===== src/rtl/cond_sched_if.sv =====
//==== cond_sched_if : decode/execute bundle of the condition scheduler (rev 1.0) ====
`default_nettype none

interface cond_sched_if;
  logic       id_valid;
  logic       id_ready;
  logic [3:0] id_cond;
  logic       id_setflags;
  logic       id_late;
  logic       id_branch;
  logic [3:0] alu_flags;
  logic       late_valid;
  logic [3:0] late_flags;
  logic       ex_valid;
  logic       ex_exec;
  logic       ex_squash;
  logic       branch_taken;
  logic [3:0] nzcv;
  logic       flag_err;

  modport master (
    output id_valid, id_cond, id_setflags, id_late, id_branch, alu_flags,
           late_valid, late_flags,
    input  id_ready, ex_valid, ex_exec, ex_squash, branch_taken, nzcv, flag_err
  );

  modport slave (
    input  id_valid, id_cond, id_setflags, id_late, id_branch, alu_flags,
           late_valid, late_flags,
    output id_ready, ex_valid, ex_exec, ex_squash, branch_taken, nzcv, flag_err
  );
endinterface

`default_nettype wire


===== src/rtl/cond_sched.sv =====
//==== cond_sched : execute-stage condition evaluation, NZCV ownership, late-flag stall, branch squash (rev 1.0) ====
`default_nettype none

module cond_sched #(
  parameter int FLUSH_DEPTH = 2,
  parameter int TIMEOUT     = 15
) (
  input  wire logic   clk,
  input  wire logic   rst_n,
  cond_sched_if.slave bus
);

  typedef enum logic [0:0] {
    S_RUN  = 1'b0,
    S_WAIT = 1'b1
  } state_t;

  state_t     r_state;
  logic [3:0] r_nzcv;
  logic [2:0] r_squash_cnt;
  logic [7:0] r_wait_cnt;
  logic       r_flag_err;
  logic       r_ex_valid;
  logic       r_ex_exec;
  logic       r_ex_squash;
  logic       r_branch_taken;

  logic w_accept;
  logic w_pass;
  logic w_n, w_z, w_c, w_v;

  assign {w_n, w_z, w_c, w_v} = r_nzcv;

  always_comb begin
    w_pass = 1'b0;
    case (bus.id_cond)
      4'd0:    w_pass = w_z;
      4'd1:    w_pass = !w_z;
      4'd2:    w_pass = w_c;
      4'd3:    w_pass = !w_c;
      4'd4:    w_pass = w_n;
      4'd5:    w_pass = !w_n;
      4'd6:    w_pass = w_v;
      4'd7:    w_pass = !w_v;
      4'd8:    w_pass = w_c && !w_z;
      4'd9:    w_pass = !w_c || w_z;
      4'd10:   w_pass = (w_n == w_v);
      4'd11:   w_pass = (w_n != w_v);
      4'd12:   w_pass = !w_z && (w_n == w_v);
      4'd13:   w_pass = w_z || (w_n != w_v);
      default: w_pass = 1'b1;
    endcase
  end

  // Ready depends on state alone so decode never sees a valid->ready loop.
  assign bus.id_ready = (r_state == S_RUN);
  assign w_accept     = bus.id_valid && (r_state == S_RUN);

  always_ff @(posedge clk or negedge rst_n) begin
    if (!rst_n) begin
      r_state        <= S_RUN;
      r_nzcv         <= 4'b0000;
      r_squash_cnt   <= 3'd0;
      r_wait_cnt     <= 8'd0;
      r_flag_err     <= 1'b0;
      r_ex_valid     <= 1'b0;
      r_ex_exec      <= 1'b0;
      r_ex_squash    <= 1'b0;
      r_branch_taken <= 1'b0;
    end else begin
      r_ex_valid     <= w_accept;
      r_ex_exec      <= 1'b0;
      r_ex_squash    <= 1'b0;
      r_branch_taken <= 1'b0;
      case (r_state)
        S_RUN: begin
          if (w_accept) begin
            if (r_squash_cnt != 3'd0) begin
              r_ex_squash  <= 1'b1;
              r_squash_cnt <= r_squash_cnt - 3'd1;
            end else if (w_pass) begin
              r_ex_exec <= 1'b1;
              if (bus.id_branch) begin
                r_branch_taken <= 1'b1;
                r_squash_cnt   <= 3'(FLUSH_DEPTH);
              end
              if (bus.id_setflags) begin
                if (bus.id_late) begin
                  r_state    <= S_WAIT;
                  r_wait_cnt <= 8'd0;
                end else begin
                  r_nzcv <= bus.alu_flags;
                end
              end
            end
          end
        end
        S_WAIT: begin
          // Late flags win over a timeout landing in the same cycle.
          if (bus.late_valid) begin
            r_nzcv     <= bus.late_flags;
            r_state    <= S_RUN;
            r_wait_cnt <= 8'd0;
          end else if (r_wait_cnt == 8'(TIMEOUT - 1)) begin
            r_flag_err <= 1'b1;
            r_state    <= S_RUN;
            r_wait_cnt <= 8'd0;
          end else begin
            r_wait_cnt <= r_wait_cnt + 8'd1;
          end
        end
        default: r_state <= S_RUN;
      endcase
    end
  end

  assign bus.nzcv         = r_nzcv;
  assign bus.flag_err     = r_flag_err;
  assign bus.ex_valid     = r_ex_valid;
  assign bus.ex_exec      = r_ex_exec;
  assign bus.ex_squash    = r_ex_squash;
  assign bus.branch_taken = r_branch_taken;

endmodule

`default_nettype wire


===== src/flat_wrapper.sv =====
// flat-port wrapper written by rule: the top's interface ports become plain ports
module cond_sched_flat 
#(
  parameter int FLUSH_DEPTH = 2,
  parameter int TIMEOUT     = 15
)
  (clk, rst_n, bus_id_valid, bus_id_cond, bus_id_setflags, bus_id_late, bus_id_branch, bus_alu_flags, bus_late_valid, bus_late_flags, bus_id_ready, bus_ex_valid, bus_ex_exec, bus_ex_squash, bus_branch_taken, bus_nzcv, bus_flag_err);
  cond_sched_if bus_i ();
  input  wire logic clk;
  input  wire logic rst_n;
  input wire logic [$bits(bus_i.id_valid)-1:0] bus_id_valid;
  input wire logic [$bits(bus_i.id_cond)-1:0] bus_id_cond;
  input wire logic [$bits(bus_i.id_setflags)-1:0] bus_id_setflags;
  input wire logic [$bits(bus_i.id_late)-1:0] bus_id_late;
  input wire logic [$bits(bus_i.id_branch)-1:0] bus_id_branch;
  input wire logic [$bits(bus_i.alu_flags)-1:0] bus_alu_flags;
  input wire logic [$bits(bus_i.late_valid)-1:0] bus_late_valid;
  input wire logic [$bits(bus_i.late_flags)-1:0] bus_late_flags;
  output wire logic [$bits(bus_i.id_ready)-1:0] bus_id_ready;
  output wire logic [$bits(bus_i.ex_valid)-1:0] bus_ex_valid;
  output wire logic [$bits(bus_i.ex_exec)-1:0] bus_ex_exec;
  output wire logic [$bits(bus_i.ex_squash)-1:0] bus_ex_squash;
  output wire logic [$bits(bus_i.branch_taken)-1:0] bus_branch_taken;
  output wire logic [$bits(bus_i.nzcv)-1:0] bus_nzcv;
  output wire logic [$bits(bus_i.flag_err)-1:0] bus_flag_err;
  assign bus_i.id_valid = bus_id_valid;
  assign bus_i.id_cond = bus_id_cond;
  assign bus_i.id_setflags = bus_id_setflags;
  assign bus_i.id_late = bus_id_late;
  assign bus_i.id_branch = bus_id_branch;
  assign bus_i.alu_flags = bus_alu_flags;
  assign bus_i.late_valid = bus_late_valid;
  assign bus_i.late_flags = bus_late_flags;
  assign bus_id_ready = bus_i.id_ready;
  assign bus_ex_valid = bus_i.ex_valid;
  assign bus_ex_exec = bus_i.ex_exec;
  assign bus_ex_squash = bus_i.ex_squash;
  assign bus_branch_taken = bus_i.branch_taken;
  assign bus_nzcv = bus_i.nzcv;
  assign bus_flag_err = bus_i.flag_err;
  cond_sched #(.FLUSH_DEPTH(FLUSH_DEPTH), .TIMEOUT(TIMEOUT)) u_core (.clk(clk), .rst_n(rst_n), .bus(bus_i));
endmodule

===== config.mk =====
export PLATFORM = sky130hd
export DESIGN_NAME = cond_sched_flat
export DESIGN_NICKNAME = d
export VERILOG_FILES = /design/src/rtl/cond_sched_if.sv /design/src/rtl/cond_sched.sv /design/src/flat_wrapper.sv
export SDC_FILE = /design/constraint.sdc
export NUM_CORES = 1
export LEC_CHECK = 0
export BUFFER_PORTS_ARGS = -buffer_cell sky130_fd_sc_hd__buf_2
export CORE_UTILIZATION = 54
export CTS_BUF_LIST = sky130_fd_sc_hd__clkbuf_4
export DETAILED_ROUTE_END_ITERATION = 12
export GPL_TIMING_DRIVEN = 0
export PLACE_DENSITY_LB_ADDON = 0.12
export SYNTH_ARGS = -nofsm -noshare
export SYNTH_HDL_FRONTEND = slang
export SYNTH_SLANG_ARGS = --single-unit
export TNS_END_PERCENT = 50

===== constraint.sdc =====
create_clock -name clk -period 2.3 [get_ports clk]
set_input_delay 0.345 -clock clk [delete_from_list [all_inputs] [get_ports clk]]
set_output_delay 0.345 -clock clk [all_outputs]
set_load 0.1 [all_outputs]

Yosys cells after proc, flatten, opt, wreduce, memory -nomap -nowiden
Index checks and enable logic that the tools add are counted.
{"block": "totals", "word_cells": 92, "input_bits": 19, "register_bits": 21, "out_inout_bits": 10}
{"block": "op_classes", "reduce_logical": 17, "bitwise_logic": 2, "add_sub_neg": 2, "mux": 39, "n_eq_ne": 23}
{"op": "8-bit 2-to-1 mux", "n": 7}
{"op": "4-bit == test, second input constant", "n": 6}
{"op": "4-bit 2-to-1 mux", "n": 6}
{"op": "1-bit 2-to-1 mux", "n": 19}
{"op": "4-bit by 3-bit == test with 1-bit output, second input constant", "n": 4}
{"op": "8-bit one-hot mux with 2 select lines", "n": 1}
{"op": "1-bit one-hot mux with 14 select lines", "n": 1}
{"op": "2-bit != test, second input constant", "n": 5}
{"op": "3-bit 2-to-1 mux", "n": 3}
{"op": "8-bit by 1-bit adder with 8-bit output, second input constant", "n": 1}
{"op": "4-bit by 2-bit == test with 1-bit output, second input constant", "n": 2}
{"op": "8-bit by 4-bit == test with 1-bit output, second input constant", "n": 1}
{"op": "4-bit one-hot mux with 2 select lines", "n": 1}
{"op": "6-bit AND reduction", "n": 1}
{"op": "5-bit AND reduction", "n": 1}
{"op": "4-bit by 1-bit == test with 1-bit output, second input constant", "n": 1}
{"op": "1-bit zero test", "n": 4}
{"op": "4-bit zero test", "n": 1}
{"op": "2-bit by 1-bit != test with 1-bit output, second input constant", "n": 2}
{"op": "4-bit AND reduction", "n": 1}
{"op": "2-bit nonzero test", "n": 2}
{"op": "1-bit logical AND", "n": 3}
{"op": "3-bit AND reduction", "n": 1}
{"op": "3-bit nonzero test", "n": 1}
{"op": "6 further kinds", "n": 8}

Longest topological paths before layout
Gate-level depths: netlist of the first run.
{"block": "logic_depth", "ltp_word": 7, "mapped_depth": 8, "ltp_nobuf": 7}

Worst setup path before layout of the first run
No wires, ideal clock.
{"block": "synth_path", "path_kind": "flip-flop to flip-flop", "start": "reg u_core.r_nzcv[0], in the netlist u_core.bus.nzcv[0]", "end": "reg u_core.r_nzcv[0], in the netlist u_core.bus.nzcv[0]", "required_time_ns": 2.176, "setup_slack_ns": -0.321, "path_stages_with_launch": 7, "t_arrival_ns": 2.497, "setup_ns": 0.124, "period_less_slack_ns": 2.621, "path_buffers": 0, "cell_sequence": "dfrtp_1 -> xor2_1 -> or4_1 -> a311oi_2 -> nor4_4 -> or3_1 -> o221a_2"}
{"block": "synth_between", "elab_chain_cells": 5, "elab_cells_between_ends": 8, "cone_classes": "eq/ne (3); mux (1); reduce/logical (4)"}
{"item": "from (decl)", "line_no": "cond_sched.sv:19", "text": "logic [3:0] r_nzcv;"}
{"item": "from (signal assigned)", "line_no": "cond_sched.sv:92", "text": "r_nzcv <= bus.alu_flags;"}
{"item": "from (signal assigned)", "line_no": "cond_sched.sv:101", "text": "r_nzcv <= bus.late_flags;"}
{"item": "1-bit != test / 1-bit == test (equally long branches)"}
{"item": "1-bit logical OR / 1-bit logical AND (equally long branches)", "line_no": "cond_sched.sv:50, cond_sched.sv:49"}
{"item": "1-bit one-hot mux with 14 select lines *", "line_no": "cond_sched.sv:36", "text": "case (bus.id_cond)"}
{"item": "2-bit by 1-bit != test with 1-bit output (no source line) *"}
{"item": "6-bit AND reduction (no source line) *"}
Mark *: on every way between the ends. The rest lies on a longest branch, timed or not.
A chain may end at the register's enable or synchronous reset.

Final worst setup path of the first run
{"block": "layout_path", "start": "reg u_core.r_nzcv[0], in the netlist u_core.bus.nzcv[0]", "end": "reg u_core.r_nzcv[1], in the netlist u_core.bus.nzcv[1]"}
Same word-level chain as after synthesis.

==> flow_summary.yaml, run 1 <==
clock_network:
  clockBufferDepth: 2
  cts-root-buf: "clkbuf_4"
  cts_made_buffers: 3
  cts_tree: "yes"
  htreeDepth: 1
  clkLatencyLatePin_ns: 0.31
  path_clk_slew_ns: 0.12
  cts_sinks: 21
synth:
  synth_warnings: 0
  ys_seq_elements: 21
  synth-edff-count: 0
  syn_area_per_cell_um2: 9.75
  synthDistinctLibCells: 39
  synth_area_um2: 1190
  syn_nets: 145
  ys.flop_type: "dfrtp_1"
  async_flop_share: 1.00
  netlist_instances: 122
  yosysSeqAreaShare: 0.442
placement:
  port_buffers: 27
  dp_cells: 176
  gp_congestion: 0.825
  placed_area_um2: 1370
  dp_hpwl_um: 1980
min_path:
  holdPathEnd: "u_core.bus.branch_taken"
  hold_path_class: "in -> reg"
  min-delay-start: "bus_id_branch"
  whs_path_depth: 2
sta:
  rsz0062_at_grt: "true"
  finalHoldViolations: 0
  fmax_mhz: 447
  skew_ns: 0.00740
  tightest_slew_ns: 0.842
  setup_viol: 0
  fin_tns_setup_ns: 0
  layout_worst_path_cycle_share: 0.972
  maxSlewHeadroom: 0.434
  min_period_ns: 2.24
  slew_viol_final: 0
floorplanning:
  die_x_um: 48.9
  num_rows: 16
  die-area_um2: 2400
  core_area_um2: 2020
  ios: 29
  die_h_um: 48.9
  start_util: 0.588
setup_path:
  r2r_slack_ns: 0.06
  path_max_fanout: 7
  required_ns: 2.50
  path_cells: "xor2_1, or4_4, a311oi_4, nor4_4, or3_1, o221a_2"
  cp_slowest_stage_delay_ns: 0.51
  critPathKind: "reg -> reg"
  reg2regPathDepth: 6
  r2r-start: "u_core.bus.nzcv[0]"
  startpoint_type: "register"
  end_kind: "register"
  r2r-end: "u_core.bus.nzcv[1]"
  crit_arrival_ns: 2.44
  slowest_stage: "dfrtp_4"
status:
  status: "completed"
drt:
  route.top_layer_used: "met4"
  drc: 0
  vias: 1053
  wirelength_um: 2520
  drt-vias-per-instance: 5.75
  drtAntennaViolNets: 0
  wl_per_cell_um: 13.8
  routed-wl-met3_um: 63
  drtIter0Drc: 27
  dr_wl_met2_um: 1250
  dr.pass1.iters: 4
  drt-met1-wl_um: 1180
final_layout:
  area_delta_synth_final_pct: 21.1
  multi_input_area_um2: 637
  antenna_cells: 0
  register_area_um2: 533
  fin_area_um2: 1440
  fillCellCount: 174
  fin_cells: 183
  final_nets: 180
  drive_gt1_frac: 0.314
power:
  power.internal_mw: 0.815
  p_switching_mw: 0.842
  power_mw: 1.66
  sequentialPowerShare: 0.376
  swShare: 0.508
  peakVddDrop_mv: 0.964
  p_per_area_nw_per_um2: 1150
  p_leak_nw: 0.656
  power_frac_comb: 0.516
  p_clk_frac: 0.108
grt:
  track_usage: 0.234
  grt_pass1_vias: 969
  grt_pass1_wl_um: 4350
  antenna_found_initial: 0
  overflow: 0
  grt_max_degree: 22
run:
  maxCapViolations: 0
repair_timing:
action	CTS	global route
buffers inserted	0	2
hold buffers	1	0
setup endpoints to repair	1	6
endpoints found under the hold margin	21	0
gates resized for setup	1	2
pin swaps	0	1
critical path, delay by kind of cell, from the launching register on:
family	cells	cell delay, ns
XOR/XNOR	1	0.18
flip-flops	1	0.51
AO/OA/AOI/OAI	2	0.51
AND/OR/NAND/NOR	3	0.92
layout make-up:
type,count,share of cell area
well taps,27,0.0234
plain buffers,2,0.00608
repair buffers,30,0.111
multi-input cells,88,0.442
flip-flops and latches,21,0.370
inverters,11,0.0286
clock buffers,3,0.0156
clock inverters,1,0.00347
registers in the layout (all words and copies together), names as in the netlist:
register	flops
u_core.bus.branch_taken	1
u_core.r_wait_cnt	8
u_core.r_squash_cnt	3
u_core.bus.ex_exec	1
u_core.r_state	1
u_core.bus.ex_valid	1
u_core.bus.flag_err	1
u_core.bus.nzcv	4
u_core.bus.ex_squash	1
worst max path at each step:
stage                             startpoint                    to  depth (start not counted)
after floorplan           u_core.bus.nzcv[0]    u_core.bus.nzcv[1]                          6
after global placement    u_core.bus.nzcv[0]  u_core.r_wait_cnt[1]                          6
final                     u_core.bus.nzcv[0]    u_core.bus.nzcv[1]                          6
after detailed placement  u_core.bus.nzcv[0]  u_core.r_wait_cnt[1]                          6
after CTS                 u_core.bus.nzcv[0]    u_core.bus.nzcv[1]                          6
after global routing      u_core.bus.nzcv[0]    u_core.bus.nzcv[1]                          6
layout by cell type (no fill, tap or decap), types with 3 or more instances in the layout:
master / n
or3_1: 7
o221a_2: 3
o211ai_1: 3
clkbuf_4: 3
buf_2: 28
nand3_1: 7
dfrtp_2: 3
ha_1: 4
mux2i_1: 3
dfrtp_1: 17
nand2_1: 8
inv_1: 11
o21a_1: 3
nor2_1: 6
a21oi_1: 9
xor2_1: 3
metrics by stage:
| stage | util | hold slack, ns | worst slack (ns) |
|---|---|---|---|
| after floorplan | - | 0.0494 | 0.00606 |
| final | 0.713 | 0.259 | 0.0633 |
| after detailed placement | 0.676 | 0.322 | -0.00683 |
| after CTS | 0.698 | 0.256 | 0.0247 |
| after global placement | 0.676 | 0.315 | 0.0949 |
| after global routing | 0.713 | 0.271 | -0.0105 |
metal layers:
metal / vias up / track usage
li1: 525 / -
met2: 20 / 0.410
met1: 504 / 0.313
met4: 0 / 0.0441
met3: 4 / 0.0280
met5: - / 0
cells in the mapped netlist, types with 2 or more instances:
master | count | area (um^2)
mux2i_1 | 3 | 30.0
o32ai_1 | 2 | 17.5
dfrtp_1 | 21 | 526
a31o_2 | 2 | 17.5
o21a_1 | 3 | 22.5
nand2_1 | 8 | 30.0
xor2_1 | 3 | 26.3
nor3_1 | 2 | 10.0
o221a_2 | 3 | 33.8
nand3_1 | 7 | 35.0
o211ai_1 | 3 | 22.5
o21ai_2 | 2 | 17.5
or3_1 | 7 | 43.8
nand2b_1 | 2 | 12.5
nor4_1 | 2 | 12.5
inv_1 | 11 | 41.3
nor2b_1 | 2 | 12.5
a21oi_1 | 9 | 45.0
nor2_1 | 6 | 22.5
and3_1 | 2 | 12.5
ha_1 | 4 | 50.1
power groups by stage:
| stage | sequential, mW | clock, mW | combinational, mW |
|---|---|---|---|
| after floorplan | 0.946 | 0 | 0.321 |
| after global placement | 0.626 | 0 | 0.774 |
| after detailed placement | 0.637 | 0 | 0.804 |
| after CTS | 0.628 | 0.183 | 0.811 |
| after global routing | 0.645 | 0.197 | 0.915 |
| final | 0.623 | 0.179 | 0.854 |
cells by family (layout without fill, tap and decap cells):
| group | Yosys count | count (layout) | share of synthesized area |
|---|---|---|---|
| and+or+nand+nor | 45 | 45 | 0.216 |
| buffers and inverters | 13 | 47 | 0.0421 |
| AOI/OAI and AO/OA | 33 | 33 | 0.211 |
| muxes | 3 | 3 | 0.0252 |
| adders and majority gates | 4 | 4 | 0.0421 |
| DFF | 21 | 21 | 0.442 |
| xor gates and xnor gates | 3 | 3 | 0.0221 |
Power figures use the tool's default switching activity.
==> inputs of run 2 (changes only) <==
--- a/config.mk
+++ b/config.mk
@@ -6,7 +6,7 @@
 export NUM_CORES = 1
 export LEC_CHECK = 0
 export BUFFER_PORTS_ARGS = -buffer_cell sky130_fd_sc_hd__buf_2
-export CORE_UTILIZATION = 54
+export CORE_UTILIZATION = 40
 export CTS_BUF_LIST = sky130_fd_sc_hd__clkbuf_4
 export DETAILED_ROUTE_END_ITERATION = 12
 export GPL_TIMING_DRIVEN = 0
==> run 2 against run 1 <==
  * Routed wire length rose by 2.8%
  * Sequential share of layout area shrank 0.13 points
  * Cell count up 1.6%
  * Via count decreased by 0.57%
  * Critical path depth unchanged
  * Fmax down 0.38%
  * Die area increased by 33%
  * Worst setup slack worse by 0.0085 ns
  * Critical path type unchanged
==> flow_summary.yaml, run 2 (synthesis results as in run 1) <==
setup_path:
  r2r_slack_ns: 0.05
  slowest_stage: "dfrtp_4"
  cp_slowest_stage_delay_ns: 0.52
  end_kind: "register"
  crit_arrival_ns: 2.45
  path_max_fanout: 7
  path_cells: "xor2_1, or4_4, a311oi_4, nor4_4, or3_1, o221a_2"
  path_buf_inv: 0
  startpoint_type: "register"
  critPathKind: "reg -> reg"
  required_ns: 2.51
  cp_top_family: "simple AND/OR/NAND/NOR gates"
floorplanning:
  ios: 29
  die_h_um: 56.5
  start_util: 0.428
  num_rows: 19
  die-area_um2: 3200
  core_area_um2: 2780
  die_x_um: 56.5
grt:
  grt_pass1_wl_um: 4310
  antenna_found_initial: 0
  grt_pass1_vias: 992
  track_usage: 0.172
  grt_max_degree: 22
  overflow: 0
sta:
  slew_viol_final: 0
  tightest_slew_ns: 0.822
  fmax_mhz: 445
  finalHoldViolations: 0
  setup_viol: 0
  layout_worst_path_cycle_share: 0.976
  maxSlewHeadroom: 0.448
  min_period_ns: 2.25
  skew_ns: 0.00299
placement:
  gp_congestion: 0.791
  dp_hpwl_um: 1870
  placed_area_um2: 1370
  port_buffers: 27
drt:
  vias: 1047
  drt-vias-per-instance: 5.63
  dr.pass1.iters: 4
  drtIter0Drc: 21
  wirelength_um: 2590
  wl_per_cell_um: 13.9
  drc: 0
  drtAntennaViolNets: 0
run:
  maxCapViolations: 0
final_layout:
  fin_area_um2: 1450
  layout.cells.most_common: "buf_2"
  area_delta_synth_final_pct: 21.6
  register_area_um2: 533
  final_nets: 179
  antenna_cells: 0
  largest_register_ffs: 8
  layout_common_cells: "buf_2 (28), dfrtp_1 (17), inv_1 (11), a21oi_1 (9), nand2_1 (8)"
  drive_gt1_frac: 0.316
  fillCellCount: 279
  top_register: "u_core.r_wait_cnt"
  multi_input_area_um2: 644
clock_network:
  clockBufferDepth: 2
  htreeDepth: 1
  cts_made_buffers: 3
  cts_tree: "yes"
  clkLatencyLatePin_ns: 0.30
  path_clk_slew_ns: 0.12
  cts-root-buf: "clkbuf_4"
  cts_sinks: 21
power:
  power_mw: 1.64
  p_per_area_nw_per_um2: 1130
  peakVddDrop_mv: 1.03
  p_leak_nw: 0.653
status:
  status: "completed"
min_path:
  hold_path_class: "in -> reg"
-- run 2: power by group --
group / internal, mW / leakage (nW) / switching, mW
sequential: 0.497 / 0.266 / 0.124
combinational: 0.240 / 0.369 / 0.592
clock: 0.0648 / 0.0177 / 0.118
-- run 2: through the flow --
| step | setup slack, ns | hold WS [ns] | util | std cells | setup TNS [ns] |
|---|---|---|---|---|---|
| 2_1_floorplan | 0.00606 | 0.0494 | - | 122 | 0 |
| 3_3_place_gp | 0.0608 | 0.331 | 0.493 | 180 | 0 |
| 3_5_place_dp | 0.0164 | 0.340 | 0.493 | 180 | 0 |
| 4_1_cts | 0.00227 | 0.241 | 0.507 | 185 | 0 |
| 5_1_grt | -0.0294 | 0.245 | 0.520 | 186 | -0.138 |
| 6_report | 0.0548 | 0.255 | 0.520 | 186 | 0 |
-- run 2: path summary, 6_finish.rpt --
| check | from | end | cells past startpoint |
|---|---|---|---|
| worst max-delay path | u_core.bus.nzcv[0] | u_core.bus.nzcv[2] | 6 |
| worst min-delay path | bus_id_branch | u_core.bus.branch_taken | 2 |
| worst max register to register | u_core.bus.nzcv[0] | u_core.bus.nzcv[2] | 6 |
| worst min register to register | u_core.r_squash_cnt[0] | u_core.r_squash_cnt[0] | 1 |
| max in group asynchronous | rst_n | u_core.bus.nzcv[0] | 2 |
| min in group asynchronous | rst_n | u_core.bus.nzcv[0] | 2 |
-- run 2: cell type report --
type / instances / share of cell area
buffer: 2 / 0.00606
multi-input combinational: 88 / 0.446
clock inverter: 1 / 0.00346
inverter: 11 / 0.0285
timing repair buffer: 29 / 0.106
tap: 31 / 0.0268
clock buffer: 3 / 0.0156
sequential: 21 / 0.369
-- run 2: layer usage --
metal,routed length (um),track usage,vias to the layer above,share of wire
met5,0,0,-,0
met4,53,0.0627,0,0.020
met3,103,0.0300,4,0.040
met2,1290,0.299,20,0.50
met1,1140,0.212,504,0.44
li1,-,-,519,-
-- run 2: repair_timing --
action,CTS,global route
hold endpoints to repair,21,0
hold buffers,1,0
resized for setup,0,4
setup buffers,0,1
setup endpoints to repair,0,13
